`config.mk`:
```
export PLATFORM = sky130hd
export DESIGN_NAME = memctrl_rr_arbiter
export DESIGN_NICKNAME = d
export VERILOG_FILES = /design/src/rtl/memctrl_rr_arbiter.sv
export SDC_FILE = /design/constraint.sdc
export NUM_CORES = 1
export LEC_CHECK = 0
export CORE_ASPECT_RATIO = 1.4
export CORE_MARGIN = 10
export CORE_UTILIZATION = 64
export DETAILED_ROUTE_END_ITERATION = 8
export DONT_BUFFER_PORTS = 1
export GPL_TIMING_DRIVEN = 0
export PLACE_DENSITY = 0.92
export SYNTH_ARGS = -nofsm -noshare
export SYNTH_HDL_FRONTEND = slang
export SYNTH_SLANG_ARGS = --single-unit
export TNS_END_PERCENT = 1
```
`constraint.sdc`:
```
create_clock -name CLK -period 9.3 [get_ports CLK]
set_input_delay 2.79 -clock CLK [delete_from_list [all_inputs] [get_ports CLK]]
set_output_delay 2.79 -clock CLK [all_outputs]
set_load 0.01 [all_outputs]
```
`src/rtl/memctrl_rr_arbiter.sv`:
```
`timescale 1ns/1ps
// Purpose: round-robin sharing of the memctrl SRAM port among NREQ requesters, with optional burst lock.
// Latency: MEM_* command one cycle after accept; RSP_VALID/RSP_RDATA registered RD_LAT edges after accept.
// Backpressure: REQ_READY is high only for the granted requester; others hold REQ_VALID until accepted.
module memctrl_rr_arbiter #(
    parameter int NREQ      = 4,
    parameter int ADDR_W    = 16,
    parameter int DATA_W    = 8,
    parameter int RD_LAT    = 3,
    parameter int MAX_BURST = 4
) (
    input  logic                   CLK,
    input  logic                   RSTN,
    input  logic [NREQ-1:0]        REQ_VALID,
    output logic [NREQ-1:0]        REQ_READY,
    input  logic [NREQ-1:0]        REQ_WE,
    input  logic [NREQ*ADDR_W-1:0] REQ_ADDR,
    input  logic [NREQ*DATA_W-1:0] REQ_WDATA,
    output logic [NREQ-1:0]        RSP_VALID,
    output logic [DATA_W-1:0]      RSP_RDATA,
    output logic [ADDR_W-1:0]      MEM_ADDR,
    output logic                   MEM_CE,
    output logic                   MEM_CSB,
    output logic                   MEM_WEB,
    output logic                   MEM_OEB,
    output logic [DATA_W-1:0]      MEM_IDATA,
    input  logic [DATA_W-1:0]      MEM_ODATA
);

    localparam int IDW  = $clog2(NREQ);
    localparam int CNTW = $clog2(MAX_BURST + 1);

    typedef enum logic {ST_IDLE, ST_LOCK} state_t;

    state_t              r_state;
    state_t              w_state_nxt;
    logic [IDW-1:0]      r_rr_ptr, w_rr_ptr_nxt;
    logic [IDW-1:0]      r_owner, w_owner_nxt;
    logic [CNTW-1:0]     r_burst_cnt, w_burst_cnt_nxt;

    logic                w_release;
    logic                w_grant_vld;
    logic [IDW-1:0]      w_grant_id;
    logic [NREQ-1:0]     w_ready;
    logic [IDW-1:0]      w_scan_idx [NREQ];

    logic [ADDR_W-1:0]   w_sel_addr;
    logic [DATA_W-1:0]   w_sel_wdata;
    logic                w_sel_we;

    logic [ADDR_W-1:0]   r_mem_addr;
    logic                r_mem_ce, r_mem_csb, r_mem_web, r_mem_oeb;
    logic [DATA_W-1:0]   r_mem_idata;

    logic [RD_LAT-1:0]   r_tag_rd;
    logic [IDW-1:0]      r_tag_id [RD_LAT];
    logic [NREQ-1:0]     r_rsp_valid;
    logic [DATA_W-1:0]   r_rsp_rdata;

    // Scan order for re-arbitration: rr_ptr, rr_ptr+1, ... wrapped modulo NREQ.
    always_comb begin
        for (int k = 0; k < NREQ; k++) begin
            if (int'(r_rr_ptr) + k >= NREQ)
                w_scan_idx[k] = IDW'(int'(r_rr_ptr) + k - NREQ);
            else
                w_scan_idx[k] = IDW'(int'(r_rr_ptr) + k);
        end
    end

    // Next-state and grant: hold the lock while the owner streams, otherwise round-robin pick.
    always_comb begin
        w_state_nxt     = r_state;
        w_rr_ptr_nxt    = r_rr_ptr;
        w_owner_nxt     = r_owner;
        w_burst_cnt_nxt = r_burst_cnt;
        w_grant_vld     = 1'b0;
        w_grant_id      = r_owner;
        w_ready         = '0;
        w_release       = 1'b1;

        // The lock releases in the same cycle the owner drops valid or exhausts its burst.
        if (r_state == ST_LOCK)
            w_release = !REQ_VALID[r_owner] || (r_burst_cnt == CNTW'(MAX_BURST));

        if (!w_release) begin
            w_grant_vld      = 1'b1;
            w_grant_id       = r_owner;
            w_ready[r_owner] = 1'b1;
            w_burst_cnt_nxt  = r_burst_cnt + 1'b1;
        end else begin
            // Reverse scan so the lowest scan position (highest priority) wins.
            for (int k = NREQ - 1; k >= 0; k--) begin
                if (REQ_VALID[w_scan_idx[k]]) begin
                    w_grant_vld = 1'b1;
                    w_grant_id  = w_scan_idx[k];
                end
            end
            if (w_grant_vld) begin
                w_ready[w_grant_id] = 1'b1;
                w_owner_nxt         = w_grant_id;
                w_burst_cnt_nxt     = CNTW'(1);
                w_rr_ptr_nxt        = (w_grant_id == IDW'(NREQ - 1)) ? '0 : w_grant_id + 1'b1;
                w_state_nxt         = (MAX_BURST > 1) ? ST_LOCK : ST_IDLE;
            end else begin
                w_state_nxt = ST_IDLE;
            end
        end
    end

    assign REQ_READY = w_ready;

    // Select the granted requester's command fields.
    always_comb begin
        w_sel_addr  = '0;
        w_sel_wdata = '0;
        w_sel_we    = 1'b0;
        for (int i = 0; i < NREQ; i++) begin
            if (IDW'(i) == w_grant_id) begin
                w_sel_addr  = REQ_ADDR[i*ADDR_W +: ADDR_W];
                w_sel_wdata = REQ_WDATA[i*DATA_W +: DATA_W];
                w_sel_we    = REQ_WE[i];
            end
        end
    end

    // Arbiter state register.
    always_ff @(posedge CLK or negedge RSTN) begin
        if (!RSTN) begin
            r_state     <= ST_IDLE;
            r_rr_ptr    <= '0;
            r_owner     <= '0;
            r_burst_cnt <= '0;
        end else begin
            r_state     <= w_state_nxt;
            r_rr_ptr    <= w_rr_ptr_nxt;
            r_owner     <= w_owner_nxt;
            r_burst_cnt <= w_burst_cnt_nxt;
        end
    end

    // Registered memctrl command: active for one cycle per accepted beat; address/data hold otherwise.
    always_ff @(posedge CLK or negedge RSTN) begin
        if (!RSTN) begin
            r_mem_addr  <= '0;
            r_mem_ce    <= 1'b0;
            r_mem_csb   <= 1'b1;
            r_mem_web   <= 1'b1;
            r_mem_oeb   <= 1'b1;
            r_mem_idata <= '0;
        end else if (w_grant_vld) begin
            r_mem_addr <= w_sel_addr;
            r_mem_ce   <= 1'b1;
            r_mem_csb  <= 1'b0;
            r_mem_web  <= ~w_sel_we;
            r_mem_oeb  <= w_sel_we;
            if (w_sel_we)
                r_mem_idata <= w_sel_wdata;
        end else begin
            r_mem_ce  <= 1'b0;
            r_mem_csb <= 1'b1;
            r_mem_web <= 1'b1;
            r_mem_oeb <= 1'b1;
        end
    end

    // Read tag pipe: one stage per cycle so the tag lines up with valid ODATA.
    always_ff @(posedge CLK or negedge RSTN) begin
        if (!RSTN) begin
            r_tag_rd <= '0;
            for (int i = 0; i < RD_LAT; i++)
                r_tag_id[i] <= '0;
        end else begin
            r_tag_rd[0] <= w_grant_vld & ~w_sel_we;
            r_tag_id[0] <= w_grant_id;
            for (int i = 1; i < RD_LAT; i++) begin
                r_tag_rd[i] <= r_tag_rd[i-1];
                r_tag_id[i] <= r_tag_id[i-1];
            end
        end
    end

    // Read return: capture ODATA and pulse the issuing requester's valid.
    always_ff @(posedge CLK or negedge RSTN) begin
        if (!RSTN) begin
            r_rsp_valid <= '0;
            r_rsp_rdata <= '0;
        end else begin
            r_rsp_valid <= '0;
            if (r_tag_rd[RD_LAT-1]) begin
                r_rsp_valid[r_tag_id[RD_LAT-1]] <= 1'b1;
                r_rsp_rdata                     <= MEM_ODATA;
            end
        end
    end

    assign MEM_ADDR  = r_mem_addr;
    assign MEM_CE    = r_mem_ce;
    assign MEM_CSB   = r_mem_csb;
    assign MEM_WEB   = r_mem_web;
    assign MEM_OEB   = r_mem_oeb;
    assign MEM_IDATA = r_mem_idata;
    assign RSP_VALID = r_rsp_valid;
    assign RSP_RDATA = r_rsp_rdata;

endmodule

```
# Word level (Yosys, flattened, before mapping)
# Index checks and enable logic that the tools add are counted.
# totals
reg_bits	57
latch_bits	0
mem_bits_rw	0
rom_bits	0
input_bits	114
out_inout_bits	44
wordCells	111
n_memories	0
# classes
n_addsub	9
n_mul	0
div_mod_pow	0
magnitude_cmp	14
n_eq_ne	6
shift	0
mux	56
bitwise_logic	2
n_reduce_logical	8
# ops
op	n
two-way mux 16 bit	4
two-way mux 8 bit	4
two-way mux 1 bit	24
two-way mux 2 bit	11
< comparator 2 x 3 -> 1 bit (second input constant)	7
two-way mux 4 bit	3
binary-select mux 1 bit (select 2 bit)	5
greater-or-equal comparator 3 bit (second input constant)	3
subtractor 2 x 1 -> 2 bit (second input constant)	4
adder 2 x 2 -> 3 bit (second input constant)	2
demux 1 bit (select 2 bit)	3
greater-or-equal comparator 2 x 1 -> 1 bit (second input constant)	3
two-way mux 3 bit	2
== test 2 bit (first input constant)	2
AND reduction 2 bit	2
adder 2 x 1 -> 3 bit (second input constant)	1
adder 3 x 1 -> 3 bit (second input constant)	1
== test 3 bit (second input constant)	1
greater-or-equal comparator 2 x 3 -> 1 bit (second input constant)	1
logical AND 1 bit	3
adder 2 x 1 -> 2 bit (second input constant)	1
== test 1 x 2 -> 1 bit (first input constant)	1
== test 2 bit (second input constant)	1
logical NOT 2 bit	1
5 further kinds	5

# Logic depth before layout (Yosys ltp)
# logic_depth
depth_word	18
depth_mapped	10
mapped_depth_nobuf	9

# Worst setup path after synthesis
# OpenSTA, ideal clock, no wires.
# synth_timing
path_type	input to output
start	in REQ_VALID[3]
end	out REQ_READY[1]
arrival_time_ps	4101
t_required_ps	6510
path_slack_ps	2409
path_stages	6
n_path_buf	3
cell_sequence	buf_2 or4_1 clkbuf_1 buf_1 nand3_1 o21ai_0
# synth_via
elab_chain_cells	13
elab_cells_between_ends	30
cone_classes	order compare (2); mux (25); reduce/logical (3)
# synth_rtl
element	line	text
start: declaration	14	input logic [NREQ-1:0] REQ_VALID,
binary-select mux 1 bit (select 2 bit)	93	if (REQ_VALID[w_scan_idx[k]]) begin
two-way mux 1 bit (implied by the code)	93	
two-way mux 2 bit (4 in series)	93	
two-way mux 2 bit	85	if (!w_release) begin
< comparator 2 x 3 -> 1 bit (implied by the code) / greater-or-equal comparator 2 x 1 -> 1 bit (equally long branches)	99	w_ready[w_grant_id] = 1'b1;
logical AND 1 bit (implied by the code)	99	
two-way mux 1 bit (implied by the code)	99	
demux 1 bit (select 2 bit)	99	
two-way mux 4 bit	98	if (w_grant_vld) begin
two-way mux 4 bit *	85	
end: declaration	15	output logic [NREQ-1:0] REQ_READY,
# Every way passes the cells marked *; elsewhere a longest branch is shown, timed or not. The select of a mux whose other input is x is not followed.

# Worst setup path in the final report
# layout_timing
start	in REQ_VALID[3]
end	out REQ_READY[3]
# The elaborated chain is that of the path after synthesis.

==> flow_summary_export.csv <==
group,metric,value,unit
logic_synthesis,avgSynthCellArea,11.5,um^2
pwr,p_clk_share,18.6,%
global_routing,grt_first_pass_wirelength,12500,um
pwr,p_int,0.823,mW
sta,fin_setup_tns,0,ps
global_routing,grt_max_degree,58,
sta,fin_worst_skew,12.2,ps
logic_synthesis,synth_common_cells,"54 x dfrtp_1, 43 x mux2i_1, 37 x mux2_2, 20 x a21oi_1, 16 x o22ai_1",
sta,worstMarginPinSlew,525,ps
logic_synthesis,yosysWarningCount,0,
clock_network,clock_latency,330,ps
hold_path,hp-class,"reg2reg",
pwr,p_leak,1.47,nW
clock_network,cts_root_buf,"clkbuf_8",
global_routing,antenna_found_initial,0,
sta,clock.fmax,0.138,GHz
placement,place_area,3100,um^2
floorplanning,core-area,4540,um^2
routing,wl_per_cell,23.6,um
sta,layout_setup_ws,2050,ps
placement,dp_hpwl,6360,um
floorplanning,rows,29,
layout,nets,393,
logic_synthesis,yosysSeqAreaShare,47.4,%
logic_synthesis,ys_seq_elements,57,
pwr,power_switching_share,39.6,%
sta,setup_viol,0,
logic_synthesis,synth_area_leaders,"dfrtp_1 45%, mux2i_1 14%, mux2_2 14%, a21oi_1 3.3%, o22ai_1 3.3%",
routing,wl,8030,um
logic_synthesis,syn_area,3020,um^2
placement,place_congestion,0.778,
clock_network,cts_inserted_buffers,9,
logic_synthesis,yosysUniqueCellTypes,35,
logic_synthesis,synthCells,262,
layout,areaGrowthSynthToFinish,9.87,%
routing,drc,0,
sta,period_share,78.0,%
routing,drt_iter0_drc,102,
setup_path,required,6510,ps
setup_path,startpoint_type,"primary input",
job,cap_violations,0,
floorplanning,ios,158,
placement,port_buffers,0,
layout,final_util,73.1,%
layout,drive_gt1_share,24.5,%
floorplanning,fp.dieArea,7900,um^2
clock_network,clockBufferDepth,2,
floorplanning,initial_core_util,66.5,%
placement,dp_cells,324,
run_status,status,"complete, no violations",
global_routing,grt_pass1_vias,2433,
logic_synthesis,synthMostInstantiatedCell,"dfrtp_1",
clock_network,htree_levels,3,
clock_network,clk_pin_slew_worst_paths,70,ps
setup_path,cp_data_arrival_time,4460,ps
global_routing,gr-total-overflow,0,
logic_synthesis,synth_top_area_share,44.8,%
setup_path,critPathMaxFanout,10,
routing,firstDrtPassIters,4,
routing,route.antenna.remaining_nets,0,
pwr,max-vdd-ir-drop,308,uV
layout,fin_cells,340,
logic_synthesis,async_flop_share,100,%
clock_network,cts_setup_buffers,0,
clock_network,ctsResizeCount,0,
floorplanning,die_w,78.0,um
sta,rsz0062_at_grt,"false",
sta,slew_headroom,64.9,%
pwr,powerDensity,411,nW/um^2
layout,fin_area,3320,um^2
sta,hold_violations,0,
pwr,seq_power_share,36.8,%
clock_network,cts_tree,"yes",
logic_synthesis,synth.largest_area_cell,"dfrtp_1",
sta,period_minus_slack,7250,ps
logic_synthesis,ys.flop_type,"dfrtp_1",
routing,vias_per_cell,6.23,
logic_synthesis,synth_edf_count,0,
logic_synthesis,synthesis.nets,382,
sta,maxSlewViolCount,0,
routing,vias,2119,
global_routing,track_usage,19.8,%
clock_network,cts_hold_buffers,0,
floorplanning,die_y,101,um
clock_network,clock-sinks,57,
layout,diodes,0,
setup_path,critPathKind,"in2out",
pwr,switching_power,0.539,mW
setup_path,end_kind,"output port",
pwr,power_frac_comb,44.7,%
placement,dp_slack,2060,ps
==> layer usage <==
| metal | wire length [um] | vias up | track usage [%] |
|---|---|---|---|
| met5 | 0 | - | 0 |
| met4 | 134 | 0 | 6.09 |
| met3 | 741 | 14 | 10.1 |
| met2 | 4290 | 105 | 34.6 |
| met1 | 2870 | 1018 | 20.2 |
| li1 | - | 982 | - |
==> final cells by class <==
cell class	count	area, um^2
Inverter	10	37.5
Buffer	17	78.8
Tap cell	62	77.6
Multi-Input combinational cell	178	1470
Fill cell	316	1220
Sequential cell	57	1430
Clock inverter	5	78.8
Clock buffer	11	141
==> registers in the layout, indices dropped and copies added (netlist names) <==
register / cells
r_tag_rd: 3
MEM_ADDR: 16
r_burst_cnt: 3
r_state: 1
r_rr_ptr: 2
MEM_OEB: 1
RSP_RDATA: 8
RSP_VALID: 4
r_owner: 2
MEM_CSB: 1
r_tag_id: 6
MEM_WEB: 1
MEM_CE: 1
MEM_IDATA: 8
==> cell usage in the layout (no fill, tap or decap), types with 3 or more instances in the layout <==
| master | count |
|---|---|
| buf_2 | 6 |
| nor2_1 | 4 |
| o22ai_1 | 16 |
| ha_1 | 6 |
| dfstp_2 | 3 |
| clkbuf_8 | 10 |
| dfrtp_1 | 54 |
| buf_1 | 3 |
| a21oi_1 | 20 |
| o21ai_0 | 7 |
| clkbuf_1 | 7 |
| inv_1 | 10 |
| o31ai_1 | 3 |
| mux2_2 | 37 |
| nand2_1 | 13 |
| mux2i_1 | 43 |
| nand3_1 | 6 |
==> path summary, 6_finish.rpt <==
path                           startpoint           end  slack, ps  depth (start not counted)
hold / removal                r_tag_id[5]   r_tag_id[3]        340                          0
hold reg to reg               r_tag_id[5]   r_tag_id[3]        340                          0
max in group asynchronous            RSTN       MEM_CSB       6950                          0
setup reg to reg           r_burst_cnt[0]  MEM_IDATA[2]       6500                          9
setup / recovery             REQ_VALID[3]  REQ_READY[3]       2050                          6
min in group asynchronous            RSTN   MEM_ADDR[6]       2150                          0
==> power by group through the flow <==
stage               Combinational [mW]  Sequential (mW)  Clock (mW)
global route                     0.667            0.519       0.268
floorplan                        0.507            0.471           0
detailed placement               0.609            0.508           0
CTS                              0.611            0.506       0.256
global placement                 0.585            0.502           0
finish                           0.608            0.501       0.253
==> critical path: stages <==
cell and delay (ps):
buf_2 150, or4_1 580, clkbuf_1 270, buf_1 330
nand3_1 160, o21ai_0 170
==> stage by stage <==
step                power (mW)  hold WS [ps]
global route              1.45           351
finish                    1.36           343
global placement          1.09           332
CTS                       1.37           345
detailed placement        1.12           335
floorplan                0.978           331
==> logic make-up (layout without fill, tap and decap cells) <==
kind of cell,count (synthesis),in the layout,share of synthesized area [%]
multiplexers,80,80,28.1
buffers and inverters,27,43,3.86
AO/OA/AOI/OAI,59,59,12.8
flip-flops,57,57,47.4
adder cells (fa/ha/maj),6,6,2.49
AND/OR/NAND/NOR,33,33,5.43
Note: power is estimated with default switching activity, not from simulation.
